[src/rtl/t05_hdecode.sv]
// t05_hdecode -- serial Huffman-tree decoder.
//
// Walks a binary code tree held in an external node SRAM, one code bit at a
// time, and emits one decoded character per leaf reached. Each node word is
// {idx[71:64], left[63:55], right[54:46], sum[45:0]}. A child code of 9'h180
// is NULL, bit8=1 selects an internal node at child[6:0], and bit8=0 is a
// leaf carrying the character in child[7:0].
//
// Ports
//   clk                     system clock, rising edge
//   rst_n                   asynchronous reset, active-high (1 = in reset)
//   en                      decode enable; 0 aborts and returns to IDLE
//   root_idx, sym_total     tree root address / character count, taken on start
//   bit_in/valid/ready      code-bit stream (valid/ready handshake)
//   rd_req, rd_addr         node-read request pulse and node address
//   rd_data, rd_done        node word and its completion strobe
//   char_out/valid/ready    decoded character stream (valid/ready handshake)
//   busy, dec_fin, err      status flags
//
// Build option
//   T05_HDECODE_ROOT_CACHE_EN  keep the first root node read in a local cache so
//                              every later symbol starts in BIT without
//                              re-reading the root. Undefined by default.
//
// state | meaning
// IDLE  | disabled or waiting for en; all handshakes idle
// FETCH | one-cycle rd_req for the current node address
// WAIT  | read outstanding; node word latched on rd_done
// BIT   | bit_ready=1; consume one code bit and follow the chosen child
// EMIT  | char_valid=1 until char_ready accepts the decoded character
// DONE  | all characters decoded; dec_fin=1 until en drops
// ERR   | NULL child, bad node index or tree too deep; err=1 until en drops

module t05_hdecode (
    input  logic        clk,
    input  logic        rst_n,
    input  logic        en,
    input  logic [6:0]  root_idx,
    input  logic [15:0] sym_total,
    input  logic        bit_in,
    input  logic        bit_valid,
    output logic        bit_ready,
    output logic        rd_req,
    output logic [6:0]  rd_addr,
    input  logic [71:0] rd_data,
    input  logic        rd_done,
    output logic [7:0]  char_out,
    output logic        char_valid,
    input  logic        char_ready,
    output logic        busy,
    output logic        dec_fin,
    output logic        err
);

    typedef enum logic [2:0] {
        ST_IDLE,
        ST_FETCH,
        ST_WAIT,
        ST_BIT,
        ST_EMIT,
        ST_DONE,
        ST_ERR
    } state_t;

    localparam logic [8:0] CHILD_NULL = 9'h180;
    localparam logic [6:0] DEPTH_MAX  = 7'd127;

    state_t      state_q;
    state_t      state_nxt;

    logic [6:0]  addr_q;
    logic [6:0]  root_q;
    logic [15:0] total_q;
    logic [15:0] sym_cnt_q;
    logic [6:0]  depth_q;
    logic [71:0] node_q;
    logic [7:0]  char_q;

    logic [8:0]  child_sel;
    logic        child_null;
    logic        idx_ok;
    logic [15:0] sym_cnt_inc;
    logic        last_sym;
    logic [6:0]  depth_inc;
    logic        root_hit;

    // idx and sum fields are kept in the node register for completeness but
    // only the child fields steer the walk.
    logic        node_unused;
    assign node_unused = ^{node_q[71:64], node_q[45:0]};

    assign child_sel   = bit_in ? node_q[54:46] : node_q[63:55];
    assign child_null  = (child_sel == CHILD_NULL);
    assign idx_ok      = (rd_data[70:64] == addr_q);
    assign sym_cnt_inc = sym_cnt_q + 16'd1;
    assign last_sym    = (sym_cnt_inc == total_q);
    assign depth_inc   = depth_q + 7'd1;

    assign rd_addr  = addr_q;
    assign char_out = char_q;

`ifdef T05_HDECODE_ROOT_CACHE_EN
    logic [71:0] cache_q;
    logic        cache_vld_q;

    // Only a root read that passed the index check is cached; it is dropped
    // whenever the block sits in IDLE so a new tree can be loaded.
    always_ff @(posedge clk or posedge rst_n) begin
        if (rst_n) begin
            cache_q     <= '0;
            cache_vld_q <= 1'b0;
        end else if (state_q == ST_IDLE) begin
            cache_vld_q <= 1'b0;
        end else if (en && (state_q == ST_WAIT) && rd_done && idx_ok &&
                     (depth_q == 7'd0) && !cache_vld_q) begin
            cache_q     <= rd_data;
            cache_vld_q <= 1'b1;
        end
    end

    assign root_hit = cache_vld_q;
`else
    assign root_hit = 1'b0;
`endif

    always_ff @(posedge clk or posedge rst_n) begin
        if (rst_n) begin
            state_q <= ST_IDLE;
        end else begin
            state_q <= state_nxt;
        end
    end

    always_comb begin
        state_nxt  = state_q;
        bit_ready  = 1'b0;
        rd_req     = 1'b0;
        char_valid = 1'b0;
        busy       = 1'b0;
        dec_fin    = 1'b0;
        err        = 1'b0;

        case (state_q)
            ST_IDLE: begin
                if (en) begin
                    state_nxt = (sym_total != 16'd0) ? ST_FETCH : ST_DONE;
                end
            end
            ST_FETCH: begin
                rd_req    = 1'b1;
                busy      = 1'b1;
                state_nxt = ST_WAIT;
            end
            ST_WAIT: begin
                busy = 1'b1;
                if (rd_done) begin
                    state_nxt = idx_ok ? ST_BIT : ST_ERR;
                end
            end
            ST_BIT: begin
                bit_ready = 1'b1;
                busy      = 1'b1;
                if (bit_valid) begin
                    if (child_null) begin
                        state_nxt = ST_ERR;
                    end else if (child_sel[8]) begin
                        // Descending to depth 127 means no leaf can be reached.
                        state_nxt = (depth_inc == DEPTH_MAX) ? ST_ERR : ST_FETCH;
                    end else begin
                        state_nxt = ST_EMIT;
                    end
                end
            end
            ST_EMIT: begin
                char_valid = 1'b1;
                busy       = 1'b1;
                if (char_ready) begin
                    if (last_sym) begin
                        state_nxt = ST_DONE;
                    end else begin
                        state_nxt = root_hit ? ST_BIT : ST_FETCH;
                    end
                end
            end
            ST_DONE: begin
                dec_fin = 1'b1;
            end
            ST_ERR: begin
                err = 1'b1;
            end
            default: begin
                state_nxt = ST_IDLE;
            end
        endcase

        // Dropping en overrides everything, including an outstanding read.
        if (!en) begin
            state_nxt = ST_IDLE;
        end
    end

    always_ff @(posedge clk or posedge rst_n) begin
        if (rst_n) begin
            addr_q    <= '0;
            root_q    <= '0;
            total_q   <= '0;
            sym_cnt_q <= '0;
            depth_q   <= '0;
            node_q    <= '0;
            char_q    <= '0;
        end else if (en) begin
            case (state_q)
                ST_IDLE: begin
                    if (sym_total != 16'd0) begin
                        addr_q    <= root_idx;
                        root_q    <= root_idx;
                        total_q   <= sym_total;
                        sym_cnt_q <= '0;
                        depth_q   <= '0;
                    end
                end
                ST_WAIT: begin
                    if (rd_done) begin
                        node_q <= rd_data;
                    end
                end
                ST_BIT: begin
                    if (bit_valid && !child_null) begin
                        if (child_sel[8]) begin
                            if (depth_inc != DEPTH_MAX) begin
                                addr_q  <= child_sel[6:0];
                                depth_q <= depth_inc;
                            end
                        end else begin
                            char_q <= child_sel[7:0];
                        end
                    end
                end
                ST_EMIT: begin
                    if (char_ready) begin
                        sym_cnt_q <= sym_cnt_inc;
                        if (!last_sym) begin
                            addr_q  <= root_q;
                            depth_q <= '0;
`ifdef T05_HDECODE_ROOT_CACHE_EN
                            if (cache_vld_q) begin
                                node_q <= cache_q;
                            end
`endif
                        end
                    end
                end
                default: begin
                end
            endcase
        end
    end

endmodule

[config.mk]
export PLATFORM = sky130hd
export DESIGN_NAME = t05_hdecode
export DESIGN_NICKNAME = d
export VERILOG_FILES = /design/src/rtl/t05_hdecode.sv
export SDC_FILE = /design/constraint.sdc
export NUM_CORES = 1
export LEC_CHECK = 0
export CAP_MARGIN = 20
export CORE_ASPECT_RATIO = 0.8
export CORE_MARGIN = 2
export CORE_UTILIZATION = 50
export DETAILED_ROUTE_END_ITERATION = 7
export MAX_ROUTING_LAYER = met4
export PLACE_DENSITY = 0.83
export RECOVER_POWER = 50
export SLEW_MARGIN = 15
export SYNTH_ARGS = -nofsm -noshare
export SYNTH_HDL_FRONTEND = slang
export SYNTH_SLANG_ARGS = --single-unit
[constraint.sdc]
create_clock -name clk -period 5.8 [get_ports clk]
set_input_delay 0.87 -clock clk [delete_from_list [all_inputs] [get_ports clk]]
set_output_delay 0.87 -clock clk [all_outputs]
set_load 0.02 [all_outputs]
== After elaboration in Yosys (flattened, before gate mapping) ==
Cells that the tools add are included.
Word-level totals
  register bits after elaboration: 128
  input port bits: 102
  output and inout port bits: 21
  logic and storage cells: 81
Operators by class
  $add $sub $neg: 2
  eq/ne operators: 21
  multiplexer cells: 35
  bitwise operators: 1
  reduce and logical (&&, ||, !) cells: 14
Operator list (count)
  7-bit 2-to-1 mux: 12
  7-bit case mux with 3 select lines: 2
  16-bit 2-to-1 mux: 2
  16-bit case mux with 2 select lines: 1
  3-bit 2-to-1 mux: 10
  3-bit case mux with 6 select lines: 1
  16-bit by 1-bit adder with 16-bit output, second input constant: 1
  16-bit equality test: 1
  16-bit nonzero test: 1
  2-bit inequality test, second input constant: 7
  4-bit AND reduction: 3
  3-bit equality test, second input constant: 3
  9-bit equality test, second input constant: 1
  9-bit 2-to-1 mux: 1
  3-bit inequality test, second input constant: 3
  8-bit AND reduction: 1
  7-bit by 1-bit adder with 7-bit output, second input constant: 1
  7-bit equality test: 1
  7-bit equality test, second input constant: 1
  7-bit inequality test, second input constant: 1
  3-bit by 2-bit equality test with 1-bit output, second input constant: 2
  1-bit 2-to-1 mux: 6
  3-bit AND reduction: 2
  4-bit OR reduction: 1
  8 further kinds: 8

== Longest topological paths before layout ==
Gate-level depths: netlist (run 1).
  word-level depth: 8
  mapped depth: 9
  mapped depth without buffers: 8

== Least setup slack after synthesis (run 1) ==
No wires, ideal clock.
  path type: input-to-reg
  start point: input bit_in
  end point: register addr_q[0] (netlist: rd_addr[0])
  library setup time: 0.125 ns
  arrival: 2.494 ns
  data required time: 5.675 ns
  path slack: 3.182 ns
  stages on the path: 7
  path buffers: 1
  cell sequence: buf_2 -> mux2i_1 -> o21ai_0 -> a21oi_1 -> nor3b_2 -> o211ai_2 -> mux2_2
Between the ends
  word-level cells in the longest chain between the ends: 6
  elaborated cells between the ends (all ways): 11
  classes of those cells: 3 x eq/ne; 5 x mux; 3 x reduce/logical
RTL lines
  start: declaration: line 40  | input logic bit_in,
  9-bit 2-to-1 mux *: line 92  | assign child_sel = bit_in ? node_q[54:46] : node_q[63:55];
  9-bit equality test: line 93  | assign child_null = (child_sel == CHILD_NULL);
  1-bit logical NOT: line 228  | if (bit_valid && !child_null) begin
  1-bit logical AND: line 228
  2-bit inequality test (no line)
  8-bit AND reduction (no line)
  end signal: assignment: line 215  | addr_q <= root_idx;
  end signal: assignment: line 231  | addr_q <= child_sel[6:0];
  end signal: assignment: line 243  | addr_q <= root_q;
  end: declaration: line 71  | logic [6:0] addr_q;
Mark *: on every way between the ends. The rest lies on a longest branch, timed or not. The select of a mux whose other input is x is not followed.
A chain may end at the register's enable or synchronous reset.

== Worst setup path in the final report (run 1) ==
  start point: register state_q[2]
  end point: output bit_ready
Between the ends
  word-level cells in the longest chain between the ends: 2
RTL lines
  start: declaration: line 68  | state_t state_q;
  start signal: assignment: line 130  | state_q <= state_nxt;
  3-bit by 2-bit equality test with 1-bit output: line 143  | case (state_q)
  1-bit 2-to-1 mux: line 143
  end: declaration: line 42  | output logic bit_ready,
No other way between the ends.

==> reports/results.ini, run 1 <==
[floorplan]
start_util_pct=52.15
die_x_um=109.9
fp.coreArea_mm2=0.008596
die_area_mm2=0.009744
boundaryPins=123
die_y_um=88.70
rows=30

[power]
p_total_mw=2.420
ir_worst_vdd_v=0.0002776
leakage_nw=2.332
power_density_mw_per_mm2=435.9

[timing]
min_period_ps=3507
hold_ws_ps=517.4
slew_headroom_pct=-0.4329
worst_pin_slew_ps=1506
setup_tns_ps=0
slew_violations=61
layout_setup_ws_ps=2293
rsz0062_at_grt=false
hold_viol=0
setup_viol=0
max_freq_ghz=0.2852
period_share_pct=60.46
finClkSkew_ps=9.541

[clock_network]
postCtsSetupBuffers=0
path_clk_slew_ps=80
clk_latency_ps=370
cts_buffers=9
htreeDepth=3
cts_tree=yes
clock-sinks=82
cts-resized-gates=0
ctsHoldBuffers=0
clock_path_buffers=2
cts_root_buf=clkbuf_8

[cells_and_area]
final_area_mm2=0.005552
nets=602
post_layout_nonfiller_instances=614
final_cell_mix=dfrtp_1, clkdlybuf4s50_1, mux2_2
antenna_cells=0
fin_util_pct=64.59
synthToLayoutAreaGrowth_pct=23.83
drive_above_1_share_pct=15.14
final_common_cell=dfrtp_1

[global_route]
grt_pass1_wl_um=17580
grt_pass1_vias=3555
grtUsageTotal_pct=24.44
antenna_found_initial=0
overflow=0
grt_max_degree=62

[synthesis]
syn_area_mm2=0.004483
synthCells=426
avgSynthCellArea_um2=10.52
synth_seq_cells=82
synthFlopType=dfrtp_1
synth-seq-area-share_pct=45.77
synthArstFlopShare_pct=100.0
yosysTopAreaCell=dfrtp_1
synth_top_area_share_pct=45.77
synth_edf_count=0
yosys-top-cells-area=dfrtp_1, mux2_2, xnor2_1
ys_types=54
yosys_warnings=0
syn_nets=531

[worst_setup_path]
end_kind=output pin
cp_max_fo=16
arrival_ps=2640
worstSetupPathType=flop to output pin
r2r_cells=8
critPathLaunchType=flop
cp.required_ps=4930

[placed_design]
port_buffers=75
place_ws_ps=2012
placed_area_mm2=0.005326
placed_cells=598
hpwl_um=7852
gp_congestion=0.8601

[routing]
viasPerCell=5.972
drt_wl_total_um=10770
wl_per_cell_um=17.54
vias=3667
dr.pass1.iters=5
drt_iter0_markers=316
antenna_left=0
drc=0

[status]
status=finished, violations left
violations=max-capacitance violations, max-slew violations

[min_path]
min_path_cells=1
hp-class=flop to flop

[run]
cap_viol_max_count=1

==> routing by layer <==
metal	wire, um	global-route usage (%)	share of wire (%)
met5	0	-	0
met2	5376	38.87	50
met3	742	6.996	6.9
met1	4551	31.08	42
met4	96	5.754	0.89
==> cell usage after synthesis (all sizes together) (2+ instances only) <==
library cell and count:
a21o 2, a21oi 13, a221o 7, a31oi 4
and2 6, and3 7, and4 2, buf 8
clkbuf 12, dfrtp 82, ha 3, inv 6
mux2 49, mux2i 11, nand2 26, nand2b 2
nand3 20, nand3b 2, nand4 10, nor2 38
nor3 8, nor3b 5, nor4 10, nor4b 2
o211ai 2, o21a 3, o21ai 22, o221ai 2
o2bb2ai 4, o31ai 5, or3 3, or4 3
xnor2 24, xor2 10
==> worst max-delay path, cell delays in order, from the launching register on <==
cell and delay (ps):
dfrtp_1 500, inv_1 200, nand3_1 530, inv_1 370, clkdlybuf4s50_1 670
==> where the power goes <==
part / internal (mW) / switching, mW
clock: 0.257 / 0.211
sequential: 0.783 / 0.182
combinational: 0.514 / 0.473
total: 1.55 / 0.866
==> layout make-up <==
type | instances | area [um2]
clock buffer | 11 | 141.4
clock inverter | 5 | 86.33
fill | 683 | 3044
inverter | 6 | 22.52
multi-input combinational | 318 | 2323
sequential | 82 | 2052
tap | 112 | 140.1
timing repair buffer | 80 | 785.8
==> kinds of logic after synthesis <==
| group | share of synthesized area [%] |
|---|---|
| simple gates | 18.14 |
| flops | 45.77 |
| compound gates | 11.44 |
| mux | 14.76 |
| xor+xnor | 6.642 |
| buf+inv | 2.400 |
| fa+ha+maj | 0.8374 |
==> flip-flops by register name (all words and copies together), names as in the netlist <==
register / flops
state_q: 3
rd_addr: 7
char_out: 8
root_q: 7
depth_q: 7
node_q: 18
total_q: 16
sym_cnt_q: 16
==> worst paths after layout <==
path | start | end | slack [ps]
setup / recovery | state_q[2]$_DFFE_PP0P_ | bit_ready | 2290
hold / removal | node_q[51]$_DFFE_PP0P_ | node_q[51]$_DFFE_PP0P_ | 520
setup reg to reg | sym_cnt_q[0]$_DFFE_PP0P_ | rd_addr[2]$_DFFE_PP0P_ | 2880
hold reg to reg | node_q[51]$_DFFE_PP0P_ | node_q[51]$_DFFE_PP0P_ | 520
max in group asynchronous | rst_n | depth_q[6]$_DFFE_PP0P_ | 2750
min in group asynchronous | rst_n | node_q[53]$_DFFE_PP0P_ | 1090
Power figures use the tool's default switching activity.
==> inputs of run 2 (changes only) <==
Settings changed: CORE_UTILIZATION 50 to 44, PLACE_DENSITY 0.83 to 0.77.
Clock period 5.8 ns to 3.1 ns, I/O delays scaled along.
==> reports/results.ini, run 2 (synthesized netlist as in run 1, its figures left out) <==
[floorplan]
die_y_um=94.28  ; +6.3%
die_area_mm2=0.01102  ; +13%
die_x_um=116.9  ; +6.4%
start_util_pct=45.89  ; -6.3 points
fp.coreArea_mm2=0.009769  ; +14%
boundaryPins=123  ; unchanged
rows=32  ; +6.7%

[status]
status=finished, violations left
violations=max-capacitance violations, max-slew violations

[placed_design]
gp_congestion=0.9260  ; +7.7%
hpwl_um=7819  ; -0.42%
port_buffers=75  ; unchanged
placed_area_mm2=0.005459  ; +2.5%

[timing]
finClkSkew_ps=8.104  ; -1.437 ps
slew_headroom_pct=-7.166  ; -6.7 points
setup_tns_ps=0  ; unchanged
setup_viol=0  ; unchanged
rsz0062_at_grt=false
min_period_ps=2801
slew_violations=42  ; -31%
hold_viol=0  ; unchanged
max_freq_ghz=0.3570
worst_pin_slew_ps=1606  ; +99.22 ps
period_share_pct=90.36

[routing]
dr.pass1.iters=5  ; unchanged
drt_wl_total_um=10760  ; about the same
vias=3663  ; -0.11%
wl_per_cell_um=16.55  ; -5.6%
drc=0  ; unchanged
viasPerCell=5.635  ; -5.6%
drt_iter0_markers=258  ; -18%
antenna_left=0  ; unchanged

[worst_setup_path]
critPathLaunchType=flop
cp_max_fo=9  ; -7
end_kind=flop
r2r_cells=9  ; +1
arrival_ps=3030  ; +390 ps
cp.required_ps=3320  ; -1610 ps
worstSetupPathType=flop to flop

[clock_network]
clock_path_buffers=2  ; unchanged
ctsHoldBuffers=0  ; unchanged
htreeDepth=3  ; unchanged
clk_latency_ps=340  ; -30 ps
postCtsSetupBuffers=0  ; unchanged
clock-sinks=82  ; unchanged
cts_buffers=9  ; unchanged
cts_tree=yes
cts-resized-gates=0  ; unchanged
cts_root_buf=clkbuf_16
path_clk_slew_ps=60  ; -20 ps

[power]
ir_worst_vdd_v=0.0004688  ; +69%
p_int_mw=3.203  ; +110%
seq_power_share_pct=37.1  ; -2.8 points
power_density_mw_per_mm2=841.7  ; +93%
comb_power_share_pct=38.8  ; -2.0 points
leakage_nw=2.428  ; +4.1%
netSwitchingPower_mw=1.662  ; +92%
clkPwrFrac_pct=24.0  ; +4.6 points
swShare_pct=34.16  ; -1.6 points

[cells_and_area]
reg_top3=node_q (18), sym_cnt_q (16), total_q (16)
synthToLayoutAreaGrowth_pct=28.91
final_area_mm2=0.005779  ; +4.1%
antenna_cells=0  ; unchanged
final_common_cell=dfrtp_1
drive_above_1_share_pct=16.73  ; +1.6 points
final_cell_mix=dfrtp_1, clkdlybuf4s50_1, mux2_2
nets=614  ; +2.0%
top_register=node_q
largest_register_ffs=18  ; unchanged

[global_route]
grt_pass1_vias=3630  ; +2.1%
grt_pass1_wl_um=17770  ; +1.1%
overflow=0  ; unchanged
antenna_found_initial=0  ; unchanged
grt_max_degree=43  ; -31%
grtUsageTotal_pct=21.38  ; -3.1 points

[min_path]
min_path_cells=1  ; unchanged
hp-class=flop to flop

[run]
cap_viol_max_count=1  ; unchanged

## run 2: cell types whose count changed in the layout (fill, tap and decap cells not counted)
cell and delta:
buf_12 +1, buf_4 +10, clkbuf_1 +2, clkbuf_16 +9
clkbuf_2 -1, clkbuf_8 -9, clkdlybuf4s50_1 +2, clkinv_4 -2
clkinvlp_4 +1, dlygate4sd3_1 -2, inv_6 +1
## run 2: per-layer routing
metal / wire length, um / vias up / track usage (%)
met5: 0 / - / -
met4: 187 / 0 / 5.686
met3: 580 / 22 / 5.806
met2: 5041 / 114 / 32.56
met1: 4950 / 1794 / 28.36
li1: - / 1733 / -
## run 2: cell type report
type	count	area, um2
Fill cell	818	3990
Multi-Input combinational cell	318	2323
Sequential cell	82	2052
Timing Repair Buffer	92	883.3
Clock buffer	11	242.7
Tap cell	136	170.2
Clock inverter	5	85.08
Inverter	6	22.52
## run 2: power by group through the flow
stage	sequential (mW)	clock (mW)	combinational [mW]
after floorplan	1.81	0	1.19
final	1.81	1.17	1.89
after global routing	1.86	1.24	2.05
after CTS	1.80	1.19	1.91
after global placement	1.80	0	1.85
after detailed placement	1.82	0	1.90
## run 2: path summary, 6_finish.rpt
check                                         end                     start  slack, ps
max                        rd_addr[2]$_DFFE_PP0P_  sym_cnt_q[0]$_DFFE_PP0P_        300
min                        node_q[51]$_DFFE_PP0P_    node_q[51]$_DFFE_PP0P_        510
max reg2reg                rd_addr[2]$_DFFE_PP0P_  sym_cnt_q[0]$_DFFE_PP0P_        300
min reg2reg                node_q[51]$_DFFE_PP0P_    node_q[51]$_DFFE_PP0P_        510
max in group asynchronous  depth_q[3]$_DFFE_PP0P_                     rst_n       1000
min in group asynchronous  node_q[60]$_DFFE_PP0P_                     rst_n       1060
## run 2: worst max-delay path: stages, from the launching register on
cell and delay [ps]:
dfrtp_1 440, ha_1 320, nand2_1 240, or4_1 560, o311ai_0 100, a2bb2oi_1 200
nand4_1 170, o211ai_2 100, buf_4 200, mux2_2 350
## run 2: through the flow
stage               std cells  setup WS, ps  hold slack [ps]  power [mW]  utilization [%]
finish                    650         298.8            509.1       4.865            59.16
global route              650         122.2            519.4       5.138            59.16
CTS                       650         306.2            508.8       4.904            59.23
detailed placement        634         244.3            494.5       3.719            55.88
global placement          634         258.5            487.0       3.651            55.88
floorplan                 426         526.6            478.7       3.001                -
